`src/rtl/param_vote_counter_if.sv`:
```
// Front-panel/readout bundle for the vote counter: async buttons and close level in, pulses and results out.
// No backpressure: buttons and close level are sampled every cycle, outputs are pulses or levels.
interface param_vote_counter_if #(
    parameter int NUM_CAND = 4,
    parameter int CNT_W    = 16
);
    localparam int WIN_W = $clog2(NUM_CAND);

    logic [NUM_CAND-1:0]       i_vote;
    logic                      i_voting_over;
    logic                      o_vote_ack;
    logic                      o_vote_reject;
    logic [NUM_CAND*CNT_W-1:0] o_tally;
    logic [WIN_W-1:0]          o_winner;
    logic                      o_tie;
    logic                      o_results_valid;
    logic [2:0]                o_state;

    modport master (
        output i_vote, i_voting_over,
        input  o_vote_ack, o_vote_reject, o_tally, o_winner, o_tie, o_results_valid, o_state
    );

    modport slave (
        input  i_vote, i_voting_over,
        output o_vote_ack, o_vote_reject, o_tally, o_winner, o_tie, o_results_valid, o_state
    );
endinterface

```
`src/rtl/param_vote_counter.sv`:
```
// N-candidate voting machine: debounced one-hot presses are tallied, multi-button presses rejected, results scanned on close.
// Ack 2+SETTLE_CYCLES edges after a stable press; results NUM_CAND cycles after close; no backpressure.
module param_vote_counter #(
    parameter int NUM_CAND      = 4,
    parameter int CNT_W         = 16,
    parameter int SETTLE_CYCLES = 4
) (
    input  logic                 clk,
    input  logic                 rst,
    param_vote_counter_if.slave  bus
);
    localparam int IDX_W = $clog2(NUM_CAND);
    localparam int SET_W = $clog2(SETTLE_CYCLES + 1);

    typedef enum logic [2:0] {
        IDLE    = 3'd0,
        ARMED   = 3'd1,
        HOLD    = 3'd2,
        RELEASE = 3'd3,
        SCAN    = 3'd4,
        DONE    = 3'd5
    } state_t;

    state_t               state_q, state_d;
    logic [NUM_CAND-1:0]  vs_meta, vs;
    logic [NUM_CAND-1:0]  hold_q, hold_d;
    logic [SET_W-1:0]     settle_q, settle_d;
    logic [CNT_W-1:0]     tally_q [NUM_CAND];
    logic [IDX_W-1:0]     scan_idx_q;
    logic [CNT_W-1:0]     max_q;
    logic [IDX_W-1:0]     win_q;
    logic                 tie_q;
    logic                 ack_q, ack_d;
    logic                 rej_q, rej_d;
    logic                 commit;
    logic                 vs_zero, vs_onehot, vs_multi;
    logic [NUM_CAND*CNT_W-1:0] tally_flat;

    assign vs_zero   = (vs == '0);
    assign vs_onehot = !vs_zero && ((vs & (vs - 1'b1)) == '0);
    assign vs_multi  = !vs_zero && !vs_onehot;

    always_ff @(posedge clk) begin
        if (rst) begin
            vs_meta <= '0;
            vs      <= '0;
        end else begin
            vs_meta <= bus.i_vote;
            vs      <= vs_meta;
        end
    end

    // Closing voting outranks any pending commit: an unsettled press is simply dropped.
    always_comb begin
        state_d  = state_q;
        hold_d   = hold_q;
        settle_d = settle_q;
        commit   = 1'b0;
        ack_d    = 1'b0;
        rej_d    = 1'b0;
        case (state_q)
            IDLE: begin
                if (!bus.i_voting_over && vs_zero) state_d = ARMED;
            end
            ARMED: begin
                if (bus.i_voting_over) begin
                    state_d = SCAN;
                end else if (vs_onehot) begin
                    state_d  = HOLD;
                    hold_d   = vs;
                    settle_d = SET_W'(1);
                end else if (vs_multi) begin
                    rej_d   = 1'b1;
                    state_d = RELEASE;
                end
            end
            HOLD: begin
                if (bus.i_voting_over) begin
                    state_d = SCAN;
                end else if (vs == hold_q) begin
                    if (settle_q >= SET_W'(SETTLE_CYCLES)) begin
                        commit  = 1'b1;
                        ack_d   = 1'b1;
                        state_d = RELEASE;
                    end else begin
                        settle_d = settle_q + 1'b1;
                    end
                end else if (vs_multi) begin
                    rej_d   = 1'b1;
                    state_d = RELEASE;
                end else begin
                    state_d = ARMED;
                end
            end
            RELEASE: begin
                if (bus.i_voting_over) state_d = SCAN;
                else if (vs_zero)      state_d = ARMED;
            end
            SCAN: begin
                if (scan_idx_q == IDX_W'(NUM_CAND - 1)) state_d = DONE;
            end
            DONE: begin
                if (!bus.i_voting_over) state_d = IDLE;
            end
            default: state_d = IDLE;
        endcase
    end

    always_ff @(posedge clk) begin
        if (rst) begin
            state_q  <= IDLE;
            hold_q   <= '0;
            settle_q <= '0;
            ack_q    <= 1'b0;
            rej_q    <= 1'b0;
            for (int k = 0; k < NUM_CAND; k++) tally_q[k] <= '0;
        end else begin
            state_q  <= state_d;
            hold_q   <= hold_d;
            settle_q <= settle_d;
            ack_q    <= ack_d;
            rej_q    <= rej_d;
            if (commit) begin
                for (int k = 0; k < NUM_CAND; k++) begin
                    if (hold_q[k] && (tally_q[k] != '1)) tally_q[k] <= tally_q[k] + 1'b1;
                end
            end
        end
    end

    // Candidate 0 seeds the max; later candidates only win when strictly greater.
    always_ff @(posedge clk) begin
        if (rst) begin
            scan_idx_q <= '0;
            max_q      <= '0;
            win_q      <= '0;
            tie_q      <= 1'b0;
        end else if (state_q == SCAN) begin
            scan_idx_q <= scan_idx_q + 1'b1;
            if (scan_idx_q == '0) begin
                max_q <= tally_q[0];
                win_q <= '0;
                tie_q <= 1'b0;
            end else if (tally_q[scan_idx_q] > max_q) begin
                max_q <= tally_q[scan_idx_q];
                win_q <= scan_idx_q;
                tie_q <= 1'b0;
            end else if (tally_q[scan_idx_q] == max_q) begin
                tie_q <= 1'b1;
            end
        end else begin
            scan_idx_q <= '0;
        end
    end

    always_comb begin
        tally_flat = '0;
        for (int k = 0; k < NUM_CAND; k++) tally_flat[k*CNT_W +: CNT_W] = tally_q[k];
    end

    assign bus.o_vote_ack      = ack_q;
    assign bus.o_vote_reject   = rej_q;
    assign bus.o_results_valid = (state_q == DONE);
    assign bus.o_tally         = (state_q == DONE) ? tally_flat : '0;
    assign bus.o_winner        = (state_q == DONE) ? win_q : '0;
    assign bus.o_tie           = (state_q == DONE) ? tie_q : 1'b0;
    assign bus.o_state         = state_q;
endmodule

```
`src/flat_wrapper.sv`:
```
// flat-port wrapper written by rule: the top's interface ports become plain ports
module param_vote_counter_flat 
#(
    parameter int NUM_CAND      = 4,
    parameter int CNT_W         = 16,
    parameter int SETTLE_CYCLES = 4
)
  (clk, rst, bus_i_vote, bus_i_voting_over, bus_o_vote_ack, bus_o_vote_reject, bus_o_tally, bus_o_winner, bus_o_tie, bus_o_results_valid, bus_o_state);
  param_vote_counter_if #(.NUM_CAND(NUM_CAND), .CNT_W(CNT_W)) bus_i ();
  input  logic clk;
  input  logic rst;
  input wire logic [$bits(bus_i.i_vote)-1:0] bus_i_vote;
  input wire logic [$bits(bus_i.i_voting_over)-1:0] bus_i_voting_over;
  output wire logic [$bits(bus_i.o_vote_ack)-1:0] bus_o_vote_ack;
  output wire logic [$bits(bus_i.o_vote_reject)-1:0] bus_o_vote_reject;
  output wire logic [$bits(bus_i.o_tally)-1:0] bus_o_tally;
  output wire logic [$bits(bus_i.o_winner)-1:0] bus_o_winner;
  output wire logic [$bits(bus_i.o_tie)-1:0] bus_o_tie;
  output wire logic [$bits(bus_i.o_results_valid)-1:0] bus_o_results_valid;
  output wire logic [$bits(bus_i.o_state)-1:0] bus_o_state;
  assign bus_i.i_vote = bus_i_vote;
  assign bus_i.i_voting_over = bus_i_voting_over;
  assign bus_o_vote_ack = bus_i.o_vote_ack;
  assign bus_o_vote_reject = bus_i.o_vote_reject;
  assign bus_o_tally = bus_i.o_tally;
  assign bus_o_winner = bus_i.o_winner;
  assign bus_o_tie = bus_i.o_tie;
  assign bus_o_results_valid = bus_i.o_results_valid;
  assign bus_o_state = bus_i.o_state;
  param_vote_counter #(.NUM_CAND(NUM_CAND), .CNT_W(CNT_W), .SETTLE_CYCLES(SETTLE_CYCLES)) u_core (.clk(clk), .rst(rst), .bus(bus_i));
endmodule
```
`config.mk`:
```
export PLATFORM = sky130hd
export DESIGN_NAME = param_vote_counter_flat
export DESIGN_NICKNAME = d
export VERILOG_FILES = /design/src/rtl/param_vote_counter_if.sv /design/src/rtl/param_vote_counter.sv /design/src/flat_wrapper.sv
export SDC_FILE = /design/constraint.sdc
export NUM_CORES = 1
export LEC_CHECK = 0
export CORE_ASPECT_RATIO = 2
export CORE_MARGIN = 2
export CORE_UTILIZATION = 45
export CTS_BUF_LIST = sky130_fd_sc_hd__clkbuf_2
export DETAILED_ROUTE_END_ITERATION = 12
export MAX_ROUTING_LAYER = met4
export PLACE_DENSITY = 0.67
export SLEW_MARGIN = 20
export SYNTH_ARGS = -nofsm -noshare
export SYNTH_HDL_FRONTEND = slang
export SYNTH_SLANG_ARGS = --single-unit
```
`constraint.sdc`:
```
create_clock -name clk -period 5.5 [get_ports clk]
set_clock_uncertainty 0.15 [all_clocks]
set_input_delay 0.825 -clock clk [delete_from_list [all_inputs] [get_ports clk]]
set_output_delay 0.825 -clock clk [all_outputs]
set_load 0.01 [all_outputs]
```
==> results.py <==
metrics = {
    "timing": {
        "timing.final.crit_share": 0.771,
        "setup_tns_ns": 0,
        "slew_headroom": 0.343,
        "finalSetupViolCount": 0,
        "hold_viol_final": 0,
        "rsz0062_at_grt": "false",
        "layout_setup_ws_ns": 1.26,
        "slew_viol_final": 0,
        "fmax_mhz": 236,
        "timing.hold.ws_ns": 0.315,
        "finalCriticalPeriod_ns": 4.24,
        "worstMarginPinSlew_ns": 0.985,
    },
    "placement": {
        "dp_cells": 926,
        "place_ws_ns": 1.68,
        "io_buffers": 79,
        "dp_hpwl_mm": 14.2,
        "gp_congestion": 0.933,
    },
    "yosys": {
        "synthCells": 677,
        "syn_area_per_cell_um2": 9.81,
        "synth_adder_area_share": 0.0467,
        "synthDistinctLibCells": 60,
        "synth_top_family_by_area": "simple AND/OR/NAND/NOR gates",
        "synth_top_area_share": 0.289,
        "ys_warn_count": 0,
        "ys_seq_elements": 105,
        "synth_seq_area_share": 0.413,
        "synth_edf_count": 64,
        "synthArstFlopShare": 0,
        "synth_nets": 708,
        "synth.largest_area_cell": "edfxtp_1",
        "synth_area_leaders": "edfxtp_1, dfxtp_1, and2_1",
        "synth_ff_type": "edfxtp_1",
        "synth_xor_area_frac": 0.0805,
        "synthMuxAreaShare": 0.0678,
        "netlist_area_um2": 6640,
        "synthSimpleGateAreaFrac": 0.254,
        "synth_compound_area_frac": 0.0780,
    },
    "global_route": {
        "grt_first_pass_wirelength_mm": 29.4,
        "antenna_found_initial": 1,
        "grt_max_degree": 31,
        "grt_overflow": 0,
        "grt_pass1_vias": 5354,
        "use_met1": 0.259,
        "globalRouteMet2Util": 0.476,
        "met3_usage": 0.0369,
        "grt_usage": 0.252,
        "busiest_layer": "met2",
    },
    "clock_network": {
        "clockRootBuffer": "clkbuf_2",
        "cts_setup_buffers": 0,
        "htreeDepth": 3,
        "cts-buffers-inserted": 9,
        "cts.hold.buffers_added": 0,
        "cts.sinks": 105,
        "cts_tree": "yes",
        "clkTransAtPathRegs_ns": 0.28,
        "cts_buffer_depth": 2,
        "cts_resized": 0,
        "clk_latency_ns": 0.63,
    },
    "floorplanning": {
        "io_pins": 80,
        "rows": 62,
        "core_um2": 14400,
        "die_width_um": 89.9,
        "start_util": 0.460,
        "dieArea_um2": 15800,
        "chipHeight_um": 176,
    },
    "worst_setup_path": {
        "reg2reg_to": "u_core.max_q[3]",
        "critPathLaunchType": "register",
        "crit_type": "reg2out",
        "worstPathRequired_ns": 4.53,
        "r2r-start": "u_core.scan_idx_q[1]",
        "critPathCaptureType": "output port",
        "reg2reg_depth": 9,
        "worstPathArrival_ns": 3.26,
        "ff2ff_setup_slack_ns": 1.64,
        "cp_max_fo": 27,
    },
    "finish": {
        "multi_input_area_um2": 3500,
        "nFillCells": 1336,
        "final_nets": 776,
        "seq_area_um2": 2740,
        "final_cells": 943,
        "syn2layout_area_growth_pct": 14.8,
        "drive_gt1_frac": 0.0907,
    },
    "routing": {
        "drcViolationCount": 0,
        "wl_per_cell_um": 19.8,
        "vias": 5151,
        "ant_nets": 0,
        "drt_iter0_markers": 300,
        "wl_mm": 18.7,
        "routed_via_density": 5.46,
        "dr.pass1.iters": 5,
    },
    "power_and_ir_drop": {
        "total_power_mw": 1.47,
        "p_switching_uw": 437,
        "ir_worst_vdd_v": 0.000111,
        "clockPowerShare": 0.229,
        "leakage_nw": 2.67,
        "p_per_area_nw_per_um2": 192,
        "p_comb_frac": 0.143,
        "p_int_mw": 1.03,
        "pwr-share-seq": 0.628,
        "switching_share": 0.299,
    },
    "worst_hold_path": {
        "min_to": "u_core.vs[1]",
        "hold_start": "u_core.vs_meta[1]",
        "min_path_cells": 1,
        "holdCritPathClass": "reg2reg",
    },
    "outcome": {
        "outcome": "finished, final reports clean",
    },
    "run": {
        "drv_cap": 0,
    },
}
## worst max-delay path by stage
stage	from	slack [ns]	cells past startpoint	to
after detailed placement	u_core.scan_idx_q[1]	1.68	9	u_core.max_q[3]
final	u_core.bus.o_state[2]	1.26	4	bus_o_tally[9]
after floorplan	u_core.scan_idx_q[1]	2.15	11	u_core.max_q[5]
after global routing	u_core.bus.o_state[1]	1.04	5	bus_o_tally[56]
after global placement	u_core.scan_idx_q[1]	1.77	9	u_core.max_q[15]
after CTS	u_core.bus.o_state[2]	1.20	4	bus_o_tally[56]
## layer usage
layer	share of wire	up-vias
met5	0	-
met4	0.034	0
met3	0.042	35
met2	0.55	181
met1	0.37	2488
li1	-	2447
## cells in the final DEF, fill, tap and decap left out, types with 2 or more instances in the layout
master           synthesis  routed
nor2_1                 112     112
clkdlybuf4s50_1          0      79
and2_1                  69      69
edfxtp_1                64      64
inv_1                   50      50
dfxtp_1                 41      41
nand2_1                 33      33
xnor2_1                 31      31
xor2_1                  30      30
nand3_1                 25      25
ha_1                    24      24
a21oi_1                 15      15
nand2b_1                14      14
nor2b_1                 13      13
o21ai_0                 10      10
or2b_2                  10      10
a221oi_2                10      10
clkbuf_2                 0      10
and3_1                   9       9
buf_4                    1       9
mux4_1                   8       8
nor3_1                   8       8
mux4_2                   7       7
nand4_1                  7       7
mux2i_1                  6       6
a221oi_1                 6       6
o21bai_1                 4       4
and4_1                   3       3
nor4_2                   2       2
nor4b_1                  2       2
or2_2                    2       2
o41ai_1                  2       2
mux2_2                   2       2
nor4_1                   2       2
or3_1                    2       2
o2bb2ai_1                2       2
clkinvlp_4               0       2
inv_6                    0       2
## sequential cells by signal, indices dropped and copies added (netlist names), 2 cells and up
register and cells:
u_core.hold_q 4, u_core.win_q 2, u_core.scan_idx_q 2, u_core.vs_meta 4
u_core.settle_q 3, u_core.max_q 16, u_core.tally_q 64, u_core.bus.o_state 3
u_core.vs 4
## synthesized netlist by cell type, types with 8 or more instances
| library cell | count |
|---|---|
| a21oi_1 | 15 |
| nand3_1 | 25 |
| and3_1 | 9 |
| edfxtp_1 | 64 |
| clkbuf_1 | 14 |
| xor2_1 | 30 |
| o21ai_0 | 10 |
| dfxtp_1 | 41 |
| nor3_1 | 8 |
| inv_1 | 50 |
| nor2_1 | 112 |
| nand2b_1 | 14 |
| nand2_1 | 33 |
| or2b_2 | 10 |
| ha_1 | 24 |
| nor2b_1 | 13 |
| xnor2_1 | 31 |
| a221oi_2 | 10 |
| mux4_1 | 8 |
| and2_1 | 69 |
## cell type report
class                           instances  area share
Multi-Input combinational cell        491       0.459
Sequential cell                       105       0.360
Timing Repair Buffer                   88       0.113
Tap cell                              192      0.0315
Inverter                               50      0.0246
Clock buffer                           10     0.00656
Clock inverter                          6     0.00542
Antenna cell                            1    0.000328
## power by group through the flow
stage / clock network [mW] / logic, mW / registers (mW)
final: 0.335 / 0.210 / 0.920
after global routing: 0.373 / 0.233 / 0.925
after CTS: 0.345 / 0.210 / 0.920
after detailed placement: 0 / 0.209 / 0.936
after global placement: 0 / 0.205 / 0.934
after floorplan: 0 / 0.161 / 0.908
## cell families after synthesis
group,Yosys count
fa+ha+maj,25
compound gates,62
flops,105
mux,23
buf+inv,81
simple gates,320
xor+xnor,61
## critical path: stages (launching register included)
cell and delay, ns:
dfxtp_1 0.62, and3_1 0.89, buf_4 0.37, and2_1 0.19
clkdlybuf4s50_1 0.56
## stage by stage
step / cell area (um^2) / utilization
3_5_place_dp: 7530 / 0.522
5_1_grt: 7620 / 0.528
3_3_place_gp: 7530 / 0.522
2_1_floorplan: 6640 / -
4_1_cts: 7620 / 0.528
6_report: 7620 / 0.528
Note: power is estimated with default switching activity, not from simulation.
